--- src/rtl/dma_pkg.sv ---
// Shared definitions for the DMA custom instruction: engine states, status bits,
// descriptor field widths and the burst-length helper.
package dma_pkg;

    typedef enum logic [2:0] {
        IDLE       = 3'd0,
        REQUEST    = 3'd1,
        INIT_BURST = 3'd2,
        DO_BURST   = 3'd3,
        END_BURST  = 3'd4,
        ABORT      = 3'd5
    } dma_state_t;

    localparam int unsigned STATUS_BUSY      = 0;
    localparam int unsigned STATUS_ERROR     = 1;
    localparam logic [3:0]  BYTE_ENABLES_ALL = 4'hF;
    localparam int unsigned BLOCK_SIZE_WIDTH = 10;
    localparam int unsigned BURST_SIZE_WIDTH = 8;

    // Words in the next burst: the smaller of what is left and the programmed burst length.
    function automatic logic [BLOCK_SIZE_WIDTH-1:0] burst_words(
        input logic [BLOCK_SIZE_WIDTH-1:0] remaining,
        input logic [BURST_SIZE_WIDTH-1:0] burst_size
    );
        logic [BLOCK_SIZE_WIDTH-1:0] limit;
        limit = BLOCK_SIZE_WIDTH'(burst_size) + BLOCK_SIZE_WIDTH'(1);
        return (remaining < limit) ? remaining : limit;
    endfunction

endpackage

--- src/rtl/dma_burst_reader.sv ---
// DMA bus-master read engine: fetches a block over the shared bus in read bursts
// and writes every received word into scratch-memory port B.
module dma_burst_reader
    import dma_pkg::*;
#(
    parameter int unsigned MEM_ADDR_WIDTH = 9
) (
    input  logic                      clock,
    input  logic                      reset,
    input  logic                      startIn,
    input  logic [31:0]               busStartAddressIn,
    input  logic [MEM_ADDR_WIDTH-1:0] memStartAddressIn,
    input  logic [9:0]                blockSizeIn,
    input  logic [7:0]                burstSizeIn,
    output logic [1:0]                statusOut,
    output logic                      requestTransactionOut,
    input  logic                      transactionGrantedIn,
    output logic                      beginTransactionOut,
    output logic [31:0]               addressDataOut,
    output logic [7:0]                burstSizeOut,
    output logic                      readNotWriteOut,
    output logic [3:0]                byteEnablesOut,
    output logic                      endTransactionOut,
    input  logic [31:0]               addressDataIn,
    input  logic                      dataValidIn,
    input  logic                      endTransactionIn,
    input  logic                      busErrorIn,
    output logic                      memWriteEnableOut,
    output logic [MEM_ADDR_WIDTH-1:0] memAddressOut,
    output logic [31:0]               memDataOut
);

    dma_state_t                  state, state_next;
    logic [31:0]                 bus_addr, bus_addr_next;
    logic [MEM_ADDR_WIDTH-1:0]   mem_addr, mem_addr_next;
    logic [BLOCK_SIZE_WIDTH-1:0] remaining, remaining_next;
    logic [BLOCK_SIZE_WIDTH-1:0] burst_count, burst_count_next;
    logic [BLOCK_SIZE_WIDTH-1:0] words;
    logic                        busy_next, error_next;
    logic                        begin_next, accept;
    logic [31:0]                 address_next;
    logic [7:0]                  burst_size_next;
    logic [MEM_ADDR_WIDTH-1:0]   mem_address_next;
    logic [31:0]                 mem_data_next;
    logic                        unused_addr_bits;

    assign unused_addr_bits = ^busStartAddressIn[1:0];

    always_comb begin
        state_next       = state;
        bus_addr_next    = bus_addr;
        mem_addr_next    = mem_addr;
        remaining_next   = remaining;
        burst_count_next = burst_count;
        busy_next        = statusOut[STATUS_BUSY];
        error_next       = statusOut[STATUS_ERROR];
        begin_next       = 1'b0;
        address_next     = '0;
        burst_size_next  = '0;
        accept           = 1'b0;
        mem_address_next = '0;
        mem_data_next    = '0;
        words            = burst_words(remaining, burstSizeIn);

        case (state)
            IDLE: begin
                if (startIn) begin
                    error_next = 1'b0;
                    if (blockSizeIn != '0) begin
                        bus_addr_next  = {busStartAddressIn[31:2], 2'b00};
                        mem_addr_next  = memStartAddressIn;
                        remaining_next = blockSizeIn;
                        busy_next      = 1'b1;
                        state_next     = REQUEST;
                    end
                end
            end
            REQUEST: begin
                // Outputs are registered, so the begin phase is prepared on the grant cycle.
                if (busErrorIn) begin
                    state_next = ABORT;
                end else if (transactionGrantedIn) begin
                    state_next       = INIT_BURST;
                    begin_next       = 1'b1;
                    address_next     = bus_addr;
                    burst_size_next  = 8'(words - BLOCK_SIZE_WIDTH'(1));
                    burst_count_next = words;
                end
            end
            INIT_BURST: begin
                state_next = busErrorIn ? ABORT : DO_BURST;
            end
            DO_BURST: begin
                if (busErrorIn) begin
                    state_next = ABORT;
                end else begin
                    if (dataValidIn && burst_count != '0) begin
                        accept           = 1'b1;
                        mem_address_next = mem_addr;
                        mem_data_next    = addressDataIn;
                        mem_addr_next    = mem_addr + MEM_ADDR_WIDTH'(1);
                        bus_addr_next    = bus_addr + 32'd4;
                        remaining_next   = remaining - BLOCK_SIZE_WIDTH'(1);
                        burst_count_next = burst_count - BLOCK_SIZE_WIDTH'(1);
                    end
                    if (endTransactionIn) begin
                        state_next = END_BURST;
                    end
                end
            end
            END_BURST: begin
                if (remaining != '0) begin
                    state_next = REQUEST;
                end else begin
                    state_next = IDLE;
                    busy_next  = 1'b0;
                end
            end
            ABORT: begin
                state_next = IDLE;
            end
            default: begin
                state_next = IDLE;
            end
        endcase

        // ABORT always exits to IDLE, so this fires exactly once, on entry.
        if (state_next == ABORT) begin
            error_next = 1'b1;
            busy_next  = 1'b0;
        end
    end

    always_ff @(posedge clock or negedge reset) begin
        if (!reset) begin
            state                 <= IDLE;
            bus_addr              <= '0;
            mem_addr              <= '0;
            remaining             <= '0;
            burst_count           <= '0;
            statusOut             <= '0;
            requestTransactionOut <= 1'b0;
            beginTransactionOut   <= 1'b0;
            addressDataOut        <= '0;
            burstSizeOut          <= '0;
            readNotWriteOut       <= 1'b0;
            byteEnablesOut        <= '0;
            endTransactionOut     <= 1'b0;
            memWriteEnableOut     <= 1'b0;
            memAddressOut         <= '0;
            memDataOut            <= '0;
        end else begin
            state                   <= state_next;
            bus_addr                <= bus_addr_next;
            mem_addr                <= mem_addr_next;
            remaining               <= remaining_next;
            burst_count             <= burst_count_next;
            statusOut[STATUS_BUSY]  <= busy_next;
            statusOut[STATUS_ERROR] <= error_next;
            requestTransactionOut   <= (state_next == REQUEST);
            beginTransactionOut     <= begin_next;
            addressDataOut          <= address_next;
            burstSizeOut            <= burst_size_next;
            readNotWriteOut         <= begin_next;
            byteEnablesOut          <= begin_next ? BYTE_ENABLES_ALL : '0;
            endTransactionOut       <= (state_next == ABORT);
            memWriteEnableOut       <= accept;
            memAddressOut           <= mem_address_next;
            memDataOut              <= mem_data_next;
        end
    end

endmodule

--- config.mk ---
export PLATFORM = sky130hd
export DESIGN_NAME = dma_burst_reader
export DESIGN_NICKNAME = d
export VERILOG_FILES = /design/src/rtl/dma_pkg.sv /design/src/rtl/dma_burst_reader.sv
export SDC_FILE = /design/constraint.sdc
export NUM_CORES = 1
export LEC_CHECK = 0
export CORE_MARGIN = 3
export CORE_UTILIZATION = 49
export DETAILED_ROUTE_END_ITERATION = 6
export PLACE_DENSITY = 0.77
export SKIP_CTS_REPAIR_TIMING = 1
export SYNTH_ARGS = -nofsm -noshare
export SYNTH_HDL_FRONTEND = slang
export SYNTH_SLANG_ARGS = --single-unit
--- constraint.sdc ---
create_clock -name clock -period 4.8 [get_ports clock]
set_input_delay 0.96 -clock clock [delete_from_list [all_inputs] [get_ports clock]]
set_output_delay 0.96 -clock clock [all_outputs]
set_load 0.1 [all_outputs]
==> flow_metrics.tcl <==
set metrics [dict create \
    avgSynthCellArea_um2 9.46 \
    r2r_end "burstSizeOut[6]" \
    multiInputGateArea_um2 3100 \
    start_kind "primary input" \
    via_per_inst 5.67 \
    crit_cells 19 \
    portBuffers 187 \
    die_area_um2 15900 \
    synth_top_family_by_area "simple AND/OR/NAND/NOR gates" \
    core_area_um2 14000 \
    yosysMostFrequentCell "dfrtp_1" \
    diodes 0 \
    setup_tns_ns 0 \
    finalHoldViolations 0 \
    switching_share_pct 41.0 \
    holdWs_ns 0.501 \
    overflow 0 \
    crit_path_top_delay_cell "clkdlybuf4s50_1" \
    cp_common_cell "ha_1" \
    max-slew-margin-rel_pct 32.4 \
    min_period_ns 4.50 \
    ys_types 56 \
    power_frac_seq_pct 35.5 \
    drtPass1Iterations 5 \
    reg2reg_depth 14 \
    numCtsBuffers 17 \
    startpoint "burstSizeIn[0]" \
    p_leak_nw 4.39 \
    drt_wl_total_mm 19.5 \
    synth_nets 858 \
    yosys.area.top_type "dfrtp_1" \
    synth_top_area_share_pct 52.4 \
    initial_core_util_pct 50.6 \
    max-cap-violations 0 \
    synth_mux_area_share_pct 1.27 \
    required_ns 5.11 \
    wl_per_cell_um 17.5 \
    clk_pin_slew_worst_paths_ns 0.06 \
    outcome "complete, no violations" \
    areaGrowthSynthToFinish_pct 38.1 \
    p_comb_share_pct 37.3 \
    vias 6319 \
    place.gp.congestion 0.908 \
    finalInstanceArea_um2 9760 \
    antenna_found_initial 0 \
    grt_pass1_wl_mm 31.7 \
    rsz0062_at_grt "false" \
    synthCells 748 \
    die_y_um 126 \
    r2r_slack_ns 1.30 \
    fmax_ghz 0.222 \
    worstReg2RegStart "remaining[2]" \
    endpoint "burstSizeOut[6]" \
    clkPwrFrac_pct 27.1 \
    synthTopCellsByArea "dfrtp_1 52%, a21oi_1 5.6%, and3_1 5.0%" \
    crit_chain "clkdlybuf4s50_1, ha_1, nand2_1, xnor2_1, inv_1, ha_1, nand2_1, a21oi_1, a211o_1, maj3_2, maj3_2, a31o_4, mux2_4, ha_1, buf_4, nand3_1, xnor2_1, nor2_1, a211oi_1" \
    grt_max_degree 84 \
    hpwl_mm 13.4 \
    synth_compound_area_share_pct 16.8 \
    ys_warn_count 0 \
    min_path_cells 1 \
    cp_num_buf_inv 3 \
    seq_area_frac_synth_pct 52.4 \
    synthSimpleGateAreaFrac_pct 20.9 \
    finalPower_mw 5.39 \
    drive_above_1_share_pct 7.28 \
    dpl_cell_area_um2 9120 \
    nets 1031 \
    grt_usage_pct 24.6 \
    end_kind "flop" \
    synth_xor_area_share_pct 1.98 \
    fill_cells 1096 \
    synth_common_cells "148 x dfrtp_1, 79 x a21oi_1, 66 x nor2_1" \
    cell_internal_pwr_mw 3.18 \
    crit_fanout 5 \
    cts_root_buffer "clkbuf_16" \
    setup-violations-final 0 \
    final_max_slew_viol_count 0 \
    clk_path_buf_depth 2 \
    path_class "in2reg" \
    htreeDepth 4 \
    clock_latency_ns 0.43 \
    drt_iter0_drc 419 \
    cp.arrival_ns 4.81 \
    rows 43 \
    hold_class "reg2reg" \
    synthFlopType "dfrtp_1" \
    pre_cts_slack_ns -0.111 \
    cts_sinks 148 \
    synthArstFlopShare_pct 100 \
    p_switching_mw 2.21 \
    fin_skew_ns 0.0101 \
    tightest_slew_ns 1.01 \
    grt_pass1_vias 6251 \
    drc 0 \
    setup_slack_ns 0.296 \
    slowest_delay_ns 0.50 \
    synth_edf_count 0 \
    cp_top_family "adder cells" \
    timing.final.crit_share_pct 93.8 \
    ff_latch_area_um2 3700 \
    synth-seq-cells 148 \
    die_w_um 126 \
    ir_worst_vdd_mv 0.301 \
    synth_fa_ha_area_share_pct 2.44 \
    drtAntennaViolNets 0 \
    cts_tree "built" \
    ios 190 \
    syn_area_um2 7070 \
    powerDensity_nw_per_um2 552 \
]
-- layout make-up --
type / count / share of cell area [%]
Clock buffer: 20 / 4.57
Clock inverter: 12 / 2.06
Inverter: 14 / 0.538
Multi-Input combinational cell: 531 / 31.7
Sequential cell: 148 / 37.9
Tap cell: 180 / 2.31
Timing Repair Buffer: 209 / 20.9
-- flip-flops by register name, indices dropped and copies added, names as in the netlist --
name	count
burst_count	10
addressDataOut	31
endTransactionOut	1
remaining	10
state	3
memAddressOut	9
mem_addr	9
burstSizeOut	8
byteEnablesOut	1
requestTransactionOut	1
statusOut	2
bus_addr	30
memWriteEnableOut	1
memDataOut	32
-- cell families after synthesis --
kind of cell | count (synthesis)
and+or+nand+nor | 291
AOI/OAI and AO/OA | 201
DFF | 148
buffers and inverters | 69
xor gates and xnor gates | 16
adders and majority gates | 14
muxes | 8
other | 1
-- placed cells by master, fill, tap and decap left out, types with 6 or more instances in the layout --
cell type / instances
buf_4: 22
nor3b_1: 6
clkdlybuf4s50_1: 186
clkbuf_16: 17
o21ai_0: 58
and2_1: 34
xor2_1: 6
ha_1: 12
nand2_1: 56
a22oi_1: 6
nand3_1: 29
dfrtp_1: 148
nor2_1: 65
xnor2_1: 10
o22ai_1: 11
nor3_1: 16
a21oi_1: 79
inv_1: 14
and3_1: 56
a31oi_1: 7
-- through the flow --
step                utilization [%]  instances
global placement               65.2       1082
detailed placement             65.2       1082
floorplan                         -        748
global route                   69.8       1114
finish                         69.8       1114
CTS                            69.8       1114
-- power groups by stage --
stage               registers [mW]  clock network, mW  logic, mW
detailed placement            1.93                  0       2.00
finish                        1.92               1.46       2.01
CTS                           1.91               1.48       2.01
floorplan                     2.30                  0       1.04
global route                  1.97               1.54       2.19
global placement              1.91                  0       1.96
-- worst register-to-register path: cells and delay by family (launching register included) --
family	cells	cell delay, ns
compound gates	5	1.02
xor+xnor	1	0.11
fa+ha+maj	4	1.18
buf+inv	1	0.15
flops	1	0.49
mux	1	0.31
simple gates	2	0.13
-- how the worst min path moves through the flow --
stage,from,end
after floorplan,burst_count[9],burst_count[9]
after global placement,bus_addr[27],bus_addr[27]
after detailed placement,bus_addr[11],addressDataOut[11]
after CTS,bus_addr[19],bus_addr[19]
after global routing,burst_count[9],burst_count[9]
final,burst_count[9],burst_count[9]
-- metal layers --
layer	up-vias	track usage, %	wire [um]
met5	-	0	0
met4	0	8.26	374
met3	30	5.73	1250
met2	267	39.7	9360
met1	3041	33.0	8480
li1	2981	-	-
Power figures use the tool's default switching activity.
